**src/rtl/dm_pkg.sv**
```systemverilog
// Shared definitions for the data-memory arbiter: FSM states, requester ids
// and the byte-to-word address shift.
package dm_pkg;

    typedef enum logic [1:0] {
        IDLE     = 2'd0,
        BUSY_CPU = 2'd1,
        BUSY_DMA = 2'd2
    } state_t;

    localparam logic CPU        = 1'b0;
    localparam logic DMA        = 1'b1;
    localparam int   WORD_SHIFT = 2;

endpackage

```
**src/rtl/rr_arb2.sv**
```systemverilog
// Two-request round-robin picker: a lone requester always wins, and on a tie
// the port that did not win the previous tie is chosen.
module rr_arb2
    import dm_pkg::*;
(
    input  logic [1:0] req,
    input  logic       last_grant,
    output logic [1:0] grant
);

    always_comb begin
        grant = req;
        if (&req) begin
            grant = (last_grant == CPU) ? 2'b10 : 2'b01;
        end
    end

endmodule

```
**src/rtl/dm_arbiter.sv**
```systemverilog
// Shares the single-port data memory between the CPU MEM stage and a DMA port,
// holding each access for MEM_LAT cycles. Optional: DM_ALIGN_CHECK_EN adds align_err.
module dm_arbiter
    import dm_pkg::*;
#(
    parameter int DATA_W      = 32,
    parameter int ADDR_W      = 32,
    parameter int DEPTH_WORDS = 3074,
    parameter int MEM_LAT     = 2
) (
    input  logic              clk,
    input  logic              reset,
    input  logic              cpu_req,
    input  logic              cpu_we,
    input  logic [ADDR_W-1:0] cpu_addr,
    input  logic [DATA_W-1:0] cpu_wdata,
    output logic [DATA_W-1:0] cpu_rdata,
    output logic              cpu_done,
    output logic              cpu_stall,
    input  logic              dma_req,
    input  logic              dma_we,
    input  logic [ADDR_W-1:0] dma_addr,
    input  logic [DATA_W-1:0] dma_wdata,
    output logic [DATA_W-1:0] dma_rdata,
    output logic              dma_done,
    output logic              mem_en,
    output logic              mem_we,
    output logic [ADDR_W-1:0] mem_addr,
    output logic [DATA_W-1:0] mem_wdata,
    input  logic [DATA_W-1:0] mem_rdata
`ifdef DM_ALIGN_CHECK_EN
    ,
    output logic              align_err
`endif
);

    localparam int CNT_W = $clog2(MEM_LAT + 1);

    state_t              r_state, w_state_next;
    logic [CNT_W-1:0]    r_cnt, w_cnt_next;
    logic                r_last, w_last_next;
    logic                r_we, w_we_next;
    logic                r_ok, w_ok_next;
    logic [ADDR_W-1:0]   r_idx, w_idx_next;
    logic [DATA_W-1:0]   r_wdata, w_wdata_next;

    logic [1:0]          w_grant;
    logic                w_sel_we;
    logic [ADDR_W-1:0]   w_sel_addr;
    logic [ADDR_W-1:0]   w_sel_idx;
    logic [DATA_W-1:0]   w_sel_wdata;
    logic                w_sel_ok;
    logic                w_busy;
    logic                w_finish;
    logic                w_port;

    rr_arb2 u_arb (
        .req        ({dma_req, cpu_req}),
        .last_grant (r_last),
        .grant      (w_grant)
    );

    assign w_sel_we    = w_grant[DMA] ? dma_we    : cpu_we;
    assign w_sel_addr  = w_grant[DMA] ? dma_addr  : cpu_addr;
    assign w_sel_wdata = w_grant[DMA] ? dma_wdata : cpu_wdata;
    assign w_sel_idx   = w_sel_addr >> WORD_SHIFT;

`ifdef DM_ALIGN_CHECK_EN
    logic w_sel_misal;
    logic r_misal, w_misal_next;
    logic r_align_err;
    assign w_sel_misal = |w_sel_addr[1:0];
    assign w_sel_ok    = (w_sel_idx < ADDR_W'(DEPTH_WORDS)) && !w_sel_misal;
`else
    assign w_sel_ok    = (w_sel_idx < ADDR_W'(DEPTH_WORDS));
`endif

    assign w_busy   = (r_state != IDLE);
    assign w_finish = w_busy && (r_cnt == '0);
    assign w_port   = (r_state == BUSY_DMA) ? DMA : CPU;

    always_comb begin
        w_state_next = r_state;
        w_cnt_next   = r_cnt;
        w_last_next  = r_last;
        w_we_next    = r_we;
        w_ok_next    = r_ok;
        w_idx_next   = r_idx;
        w_wdata_next = r_wdata;
`ifdef DM_ALIGN_CHECK_EN
        w_misal_next = r_misal;
`endif
        case (r_state)
            IDLE: begin
                if (|w_grant) begin
                    w_state_next = w_grant[DMA] ? BUSY_DMA : BUSY_CPU;
                    w_cnt_next   = CNT_W'(MEM_LAT - 1);
                    w_we_next    = w_sel_we;
                    w_ok_next    = w_sel_ok;
                    w_idx_next   = w_sel_idx;
                    w_wdata_next = w_sel_wdata;
`ifdef DM_ALIGN_CHECK_EN
                    w_misal_next = w_sel_misal;
`endif
                    // Priority only flips on an actual tie, so a solo access
                    // never robs the previous tie's loser of its turn.
                    if (cpu_req && dma_req) begin
                        w_last_next = w_grant[DMA];
                    end
                end
            end
            default: begin
                if (r_cnt == '0) begin
                    w_state_next = IDLE;
                end else begin
                    w_cnt_next = r_cnt - 1'b1;
                end
            end
        endcase
    end

    always_ff @(posedge clk) begin
        if (reset) begin
            r_state <= IDLE;
            r_cnt   <= '0;
            r_last  <= DMA;
            r_we    <= 1'b0;
            r_ok    <= 1'b0;
            r_idx   <= '0;
            r_wdata <= '0;
        end else begin
            r_state <= w_state_next;
            r_cnt   <= w_cnt_next;
            r_last  <= w_last_next;
            r_we    <= w_we_next;
            r_ok    <= w_ok_next;
            r_idx   <= w_idx_next;
            r_wdata <= w_wdata_next;
        end
    end

    // Gating with reset keeps a store that is being aborted from reaching the array.
    assign mem_en    = w_busy && r_ok && !reset;
    assign mem_we    = w_busy && r_ok && r_we && (r_cnt == '0) && !reset;
    assign mem_addr  = r_idx;
    assign mem_wdata = r_wdata;

    genvar gi;
    for (gi = 0; gi < 2; gi++) begin : g_port
        logic [DATA_W-1:0] r_rdata;
        logic              r_done;
        logic              w_mine;

        assign w_mine = w_finish && (w_port == 1'(gi));

        always_ff @(posedge clk) begin
            if (reset) begin
                r_rdata <= '0;
                r_done  <= 1'b0;
            end else begin
                r_done <= w_mine;
                if (w_mine && !r_we) begin
                    r_rdata <= r_ok ? mem_rdata : '0;
                end
            end
        end
    end

    assign cpu_rdata = g_port[0].r_rdata;
    assign cpu_done  = g_port[0].r_done;
    assign dma_rdata = g_port[1].r_rdata;
    assign dma_done  = g_port[1].r_done;
    assign cpu_stall = cpu_req && !cpu_done;

`ifdef DM_ALIGN_CHECK_EN
    always_ff @(posedge clk) begin
        if (reset) begin
            r_misal     <= 1'b0;
            r_align_err <= 1'b0;
        end else begin
            r_misal     <= w_misal_next;
            r_align_err <= w_finish && r_misal;
        end
    end
    assign align_err = r_align_err;
`endif

endmodule

```
**config.mk**
```make
export PLATFORM = sky130hd
export DESIGN_NAME = dm_arbiter
export DESIGN_NICKNAME = d
export VERILOG_FILES = /design/src/rtl/dm_pkg.sv /design/src/rtl/rr_arb2.sv /design/src/rtl/dm_arbiter.sv
export SDC_FILE = /design/constraint.sdc
export NUM_CORES = 1
export LEC_CHECK = 0
export BUFFER_PORTS_ARGS = -buffer_cell sky130_fd_sc_hd__buf_2
export CAP_MARGIN = 0
export CORE_UTILIZATION = 31
export DETAILED_ROUTE_END_ITERATION = 12
export GPL_TIMING_DRIVEN = 0
export MAX_ROUTING_LAYER = met4
export PLACE_DENSITY = 0.69
export SYNTH_ARGS = -nofsm -noshare
export SYNTH_HDL_FRONTEND = slang
export SYNTH_SLANG_ARGS = --single-unit
```
**constraint.sdc**
```tcl
create_clock -name clk -period 4.7 [get_ports clk]
set_input_delay 0.705 -clock clk [delete_from_list [all_inputs] [get_ports clk]]
set_output_delay 0.705 -clock clk [all_outputs]
set_load 0.02 [all_outputs]
```
After elaboration in Yosys (flattened, before gate mapping)
Index checks and enable logic that the tools add are counted.
{"block": "op_classes", "n_reduce_logical": 25, "eq_ne": 3, "n_addsub": 1, "n_mux": 14, "bitwise": 1, "n_lt_le_gt_ge": 1}
{"op": "32-bit 2-to-1 mux", "n": 3}
{"op": "30-bit by 12-bit less-than comparator with 1-bit output (second input constant)", "n": 1}
{"op": "2-bit 2-to-1 mux", "n": 9}
{"op": "1-bit logical AND", "n": 12}
{"op": "2-bit AND reduction", "n": 4}
{"op": "2-bit zero test", "n": 2}
{"op": "2-bit nonzero test", "n": 2}
{"op": "1-bit zero test", "n": 3}
{"op": "3-bit AND reduction", "n": 1}
{"op": "2-bit == test (second input constant)", "n": 1}
{"op": "1-bit 2-to-1 mux", "n": 2}
{"op": "2-bit by 1-bit inequality test with 1-bit output (second input constant)", "n": 1}
{"op": "2-bit inequality test (second input constant)", "n": 1}
{"op": "2-bit OR reduction", "n": 1}
{"op": "2-bit by 1-bit subtractor with 2-bit output (second input constant)", "n": 1}
{"op": "1-bit inverter", "n": 1}
{"block": "word_totals", "regBits": 135, "out_inout_bits": 133, "wordCells": 56, "inputBits": 166}

Longest topological paths before layout
{"block": "depth", "ltp_word": 5, "ltp_mapped": 8}

Modules after synthesis
Synthesis repeated with hierarchy kept, for this count alone.
{"block": "hier_totals", "cells_unflattened": 644, "area_unflattened_um2": 5654.2}
{"mod": "dm_arbiter", "seq_area_each_um2": 2702.6, "cells_each": 641, "area_per_inst_um2": 5635.4, "instances": 1}
{"mod": "rr_arb2", "seq_area_each_um2": 0.0, "cells_each": 3, "area_per_inst_um2": 18.8, "instances": 1}

Worst setup path before layout
Ideal clock, no wire load.
{"block": "synth_timing", "kind": "input port to output port", "start": "in reset", "end": "out mem_we", "arrival_ns": 1.334, "cell_stages": 3, "t_required_ns": 3.995, "slack_ns": 2.661, "cell_sequence": "clkbuf_1 > nand4b_1 > nor2_1"}
{"block": "synth_via", "elab_chain_len": 2}
{"element": "from (decl)", "line": "dm_arbiter.sv:12", "rtl": "input logic reset,"}
{"element": "1-bit zero test", "line": "dm_arbiter.sv:144", "rtl": "assign mem_we = w_busy && r_ok && r_we && (r_cnt == '0) && !reset;"}
{"element": "1-bit logical AND", "line": "dm_arbiter.sv:144"}
{"element": "to (decl)", "line": "dm_arbiter.sv:27", "rtl": "output logic mem_we,"}
No other way between the ends.

Worst setup path in the final report
{"block": "layout_timing", "start": "reg r_ok", "end": "out mem_we"}
{"block": "layout_via", "elab_chain_len": 4}
{"element": "from (decl)", "line": "dm_arbiter.sv:43", "rtl": "logic r_ok, w_ok_next;"}
{"element": "from (signal assigned)", "line": "dm_arbiter.sv:136", "rtl": "r_ok <= w_ok_next;"}
{"element": "1-bit logical AND (4 in series)", "line": "dm_arbiter.sv:144"}
No other way between the ends.

==> report_table.html <==
<table>
<tr><th>Metric</th><th>Value</th></tr>
<tr><th colspan="2">Run status</th></tr>
<tr><td>Result of the run</td><td>finished with violations</td></tr>
<tr><td>Violated checks</td><td>design-rule violations</td></tr>
<tr><th colspan="2">Route</th></tr>
<tr><td>Detail-routed via count per cell</td><td>4.925</td></tr>
<tr><td>DRC violation count after routing</td><td>9</td></tr>
<tr><td>Wirelength, routed</td><td>19,990 um</td></tr>
<tr><td>Detailed Route Iter0 Violations</td><td>354</td></tr>
<tr><td>First-pass iteration count of the detailed router</td><td>9</td></tr>
<tr><td>Via count of the routed design</td><td>5,871</td></tr>
<tr><td>Wirelength per Cell</td><td>16.77 um</td></tr>
<tr><td>Remaining number of nets flagged by the antenna check after routing</td><td>0</td></tr>
<tr><th colspan="2">Floorplan</th></tr>
<tr><td>Number of ports placed on the die boundary</td><td>299</td></tr>
<tr><td>Initial standard-cell utilization of the core</td><td>between 30% and 40%</td></tr>
<tr><td>Core region area</td><td>18,210 um2</td></tr>
<tr><td>Die W</td><td>139.2 um</td></tr>
<tr><td>Floorplan row count</td><td>between 40 and 50</td></tr>
<tr><td>Chip Height</td><td>roughly 140 um</td></tr>
<tr><td>Area of the die</td><td>between 15,000 and 20,000 um2</td></tr>
<tr><th colspan="2">Global route</th></tr>
<tr><td>Maximum number of pins on one net before global-route repair</td><td>17</td></tr>
<tr><td>Wire length of the first global-routing pass</td><td>approximately 31,000 um</td></tr>
<tr><td>Overall track demand over capacity in global routing</td><td>21.18%</td></tr>
<tr><td>Initial antenna violation count</td><td>1</td></tr>
<tr><td>Total gr overflow</td><td>0</td></tr>
<tr><td>Number of global-route vias before repair</td><td>5,641</td></tr>
<tr><th colspan="2">Timing</th></tr>
<tr><td>Max Slew Vio Count</td><td>0</td></tr>
<tr><td>Final setup vio count</td><td>0</td></tr>
<tr><td>Max-slew headroom at the worst pin</td><td>46.86%</td></tr>
<tr><td>Slew at the pin closest to its max-slew limit</td><td>between 700 and 800 ps</td></tr>
<tr><td>RSZ-0062 raised after global routing</td><td>false</td></tr>
<tr><td>Highest attainable clock frequency</td><td>430.0 MHz</td></tr>
<tr><td>Setup tns final</td><td>0 ps</td></tr>
<tr><td>Number of hold-slack violations in the final timing report</td><td>0</td></tr>
<tr><td>Min Clock Period, post-route</td><td>2325 ps</td></tr>
<tr><td>Tcrit/Tclk final</td><td>49.47%</td></tr>
<tr><td>Worst Skew</td><td>between 10 and 15 ps</td></tr>
<tr><th colspan="2">Synth</th></tr>
<tr><td>Number of warning messages in the yosys log</td><td>0</td></tr>
<tr><td>Number of enable-type register cells in the synthesized netlist</td><td>0</td></tr>
<tr><td>Most instantiated library cell after synthesis</td><td>sky130_fd_sc_hd__dfxtp_1</td></tr>
<tr><td>Post-synthesis cell type count</td><td>35</td></tr>
<tr><td>Top-area cell type share of the netlist area</td><td>between 40% and 50%</td></tr>
<tr><td>Dominant synthesized flop cell</td><td>sky130_fd_sc_hd__dfxtp_1</td></tr>
<tr><td>Post-synthesis sequential area ratio</td><td>~46%</td></tr>
<tr><td>Number of instances in the synthesized netlist</td><td>around 640</td></tr>
<tr><td>Register bit total from synthesis</td><td>around 140</td></tr>
<tr><td>Synthesized cell area</td><td>between 5000 and 6000 um2</td></tr>
<tr><td>Most frequent cells after synthesis</td><td>sky130_fd_sc_hd__dfxtp_1 (135), sky130_fd_sc_hd__nor2_1 (72), sky130_fd_sc_hd__nand3_1 (67), sky130_fd_sc_hd__a21oi_1 (66), sky130_fd_sc_hd__nand2_1 (66)</td></tr>
<tr><td>Largest area contributor in the netlist</td><td>sky130_fd_sc_hd__dfxtp_1</td></tr>
<tr><td>Syn_area_per_cell</td><td>9.147 um2</td></tr>
<tr><td>Share of synthesized flip-flops with an asynchronous set or reset</td><td>0%</td></tr>
<tr><td>Top area cells in the synthesized netlist</td><td>sky130_fd_sc_hd__dfxtp_1 (46%), sky130_fd_sc_hd__mux2i_1 (11%), sky130_fd_sc_hd__a211oi_2 (7.5%), sky130_fd_sc_hd__nand3_1 (5.7%), sky130_fd_sc_hd__a21oi_1 (5.7%)</td></tr>
<tr><th colspan="2">Run</th></tr>
<tr><td>Max-Cap Viols</td><td>0</td></tr>
<tr><th colspan="2">Clocking</th></tr>
<tr><td>H-tree Lvls</td><td>4</td></tr>
<tr><td>Source-to-sink clock delay at the later pin of the worst-skew pair</td><td>between 400 and 500 ps</td></tr>
<tr><td>Post-CTS Hold Fix Bufs</td><td>0</td></tr>
<tr><td>Number of post-CTS setup repair buffers</td><td>0</td></tr>
<tr><td>Clock tree from TritonCTS</td><td>built</td></tr>
<tr><td>Maximum number of buffers from clock root to sink</td><td>2</td></tr>
<tr><td>Root Driver</td><td>sky130_fd_sc_hd__clkbuf_16</td></tr>
<tr><td>Number of clock sinks seen by CTS</td><td>135</td></tr>
<tr><td>Clock transition at the registers of the reported paths</td><td>60 ps</td></tr>
<tr><td>Number of buffers added by the clock tree synthesis step</td><td>17</td></tr>
<tr><td>Post-cts gate resize count</td><td>0</td></tr>
<tr><th colspan="2">Cells and area</th></tr>
<tr><td>Final layout net count</td><td>1,116</td></tr>
<tr><td>Fraction of final layout cells with drive strength greater than 1</td><td>between 40 and 50%</td></tr>
<tr><td>Relative area change from synthesis to final layout</td><td>39.88%</td></tr>
<tr><td>Fill count</td><td>1,841</td></tr>
<tr><td>Non-filler cells in the finished layout</td><td>1,192</td></tr>
<tr><td>Total non-filler cell area in the finished layout</td><td>roughly 8000 um2</td></tr>
<tr><td>Post-layout utilization of the core</td><td>44.83%</td></tr>
<tr><th colspan="2">Placed design</th></tr>
<tr><td>Placed instance area</td><td>7582 um2</td></tr>
<tr><td>Inst Count DP</td><td>1,159</td></tr>
<tr><td>Routability-driven placement congestion ratio</td><td>between 0.9 and 1</td></tr>
<tr><td>Count of input and output buffers</td><td>291</td></tr>
<tr><td>HPWL after DPL</td><td>15,470 um</td></tr>
<tr><th colspan="2">Hold path</th></tr>
<tr><td>Min-Delay Path Class</td><td>reg2reg</td></tr>
<tr><td>Hold Crit Start</td><td>cpu_rdata[8]$_SDFFE_PP0P_</td></tr>
<tr><th colspan="2">Power</th></tr>
<tr><td>Leakage power total</td><td>approximately 3.6 nW</td></tr>
<tr><td>Total power consumption of the routed design</td><td>0.003239 W</td></tr>
<tr><td>Cell area power density</td><td>396.9 nW/um2</td></tr>
<tr><td>VDD IR max</td><td>between 0.2 and 0.3 mV</td></tr>
<tr><th colspan="2">Critical path</th></tr>
<tr><td>WP data arrival</td><td>1620 ps</td></tr>
<tr><td>Start-to-end type of the worst setup path</td><td>reg2out</td></tr>
<tr><td>CP Max Fanout</td><td>10</td></tr>
<tr><td>Data required time at the worst endpoint</td><td>3990 ps</td></tr>
<tr><td>Beginning of the critical path</td><td>r_ok$_SDFFE_PP0P_</td></tr>
<tr><td>Kind of start point of the critical path</td><td>register</td></tr>
<tr><td>Setup crit end kind</td><td>output port</td></tr>
<tr><td>Startpoint of the lowest-slack register-to-register path</td><td>r_cnt[0]$_SDFFE_PP0P_</td></tr>
</table>
==> logic make-up after synthesis <==
family / Yosys count / synth area share (%)
AND/OR/NAND/NOR: 240 / 18.70
flip-flops: 135 / 46.31
AO/OA/AOI/OAI: 134 / 17.37
multiplexers: 63 / 10.81
buffers and inverters: 63 / 6.389
adder cells (fa/ha/maj): 1 / 0.2144
other: 1 / 0.06426
XOR/XNOR: 1 / 0.1501
==> cell type report <==
type / instances / area (um2) / area share [%]
Antenna cell: 1 / 2.502 / 0.03066
Buffer: 61 / 365.4 / 4.476
Clock buffer: 22 / 484.2 / 5.932
Clock inverter: 10 / 93.84 / 1.150
Inverter: 2 / 7.507 / 0.09197
Multi-Input combinational cell: 441 / 2764 / 33.86
Sequential cell: 135 / 2703 / 33.11
Tap cell: 229 / 286.5 / 3.510
Timing Repair Buffer: 291 / 1456 / 17.84
==> through the flow <==
| stage | hold WS (ps) | setup WS (ps) |
|---|---|---|
| 3_5_place_dp | 443.6 | 2321 |
| 5_1_grt | 465.4 | 2271 |
| 4_1_cts | 452.1 | 2327 |
| 6_report | 449.8 | 2375 |
| 2_1_floorplan | 443.0 | 2661 |
| 3_3_place_gp | 440.1 | 2359 |
==> metal layers <==
metal	share of wire, %	GRT usage [%]	up-vias
met3	5.3	5.249	47
met5	0	-	-
met1	44	25.94	2717
met2	48	33.01	231
met4	3.0	9.181	0
li1	-	-	2876
==> layout by cell type, fill, tap and decap left out, drive strengths merged, types with 6 or more instances in the layout <==
master	instances
dfxtp	135
nand3	67
nor4	9
a211oi	64
clkbuf	53
mux2i	63
nor2	73
nand2	66
buf	321
nor3	6
a21oi	66
==> where the power goes <==
| group | total (W) | internal, W | switching [W] | leakage [nW] |
|---|---|---|---|---|
| registers | 0.00127 | 0.00123 | 0.0000434 | 1.11 |
| logic | 0.000673 | 0.000256 | 0.000417 | 2.24 |
| clock network | 0.00130 | 0.000785 | 0.000512 | 0.279 |
| total | 0.00324 | 0.00227 | 0.000972 | 3.62 |
==> critical path: stages, from the launching register on <==
cell and delay, ps:
sky130_fd_sc_hd__dfxtp_1 370, sky130_fd_sc_hd__clkbuf_1 400, sky130_fd_sc_hd__nand4b_1 160, sky130_fd_sc_hd__nor2_1 100, sky130_fd_sc_hd__buf_2 180
==> state kept, by name (all words and copies together), names as in the netlist, 2 cells and up <==
name       flops
cpu_rdata     32
dma_rdata     32
mem_wdata     32
mem_addr      30
r_cnt          2
r_state        2
==> worst paths after layout <==
kind              depth (start not counted)                          to  slack [ps]
hold / removal                            2   cpu_rdata[8]$_SDFFE_PP0P_         450
setup / recovery                          4                      mem_we        2370
setup reg to reg                          7  dma_rdata[21]$_SDFFE_PP0P_        2820
hold reg to reg                           2   cpu_rdata[8]$_SDFFE_PP0P_         450
Note: power is estimated with default switching activity, not from simulation.
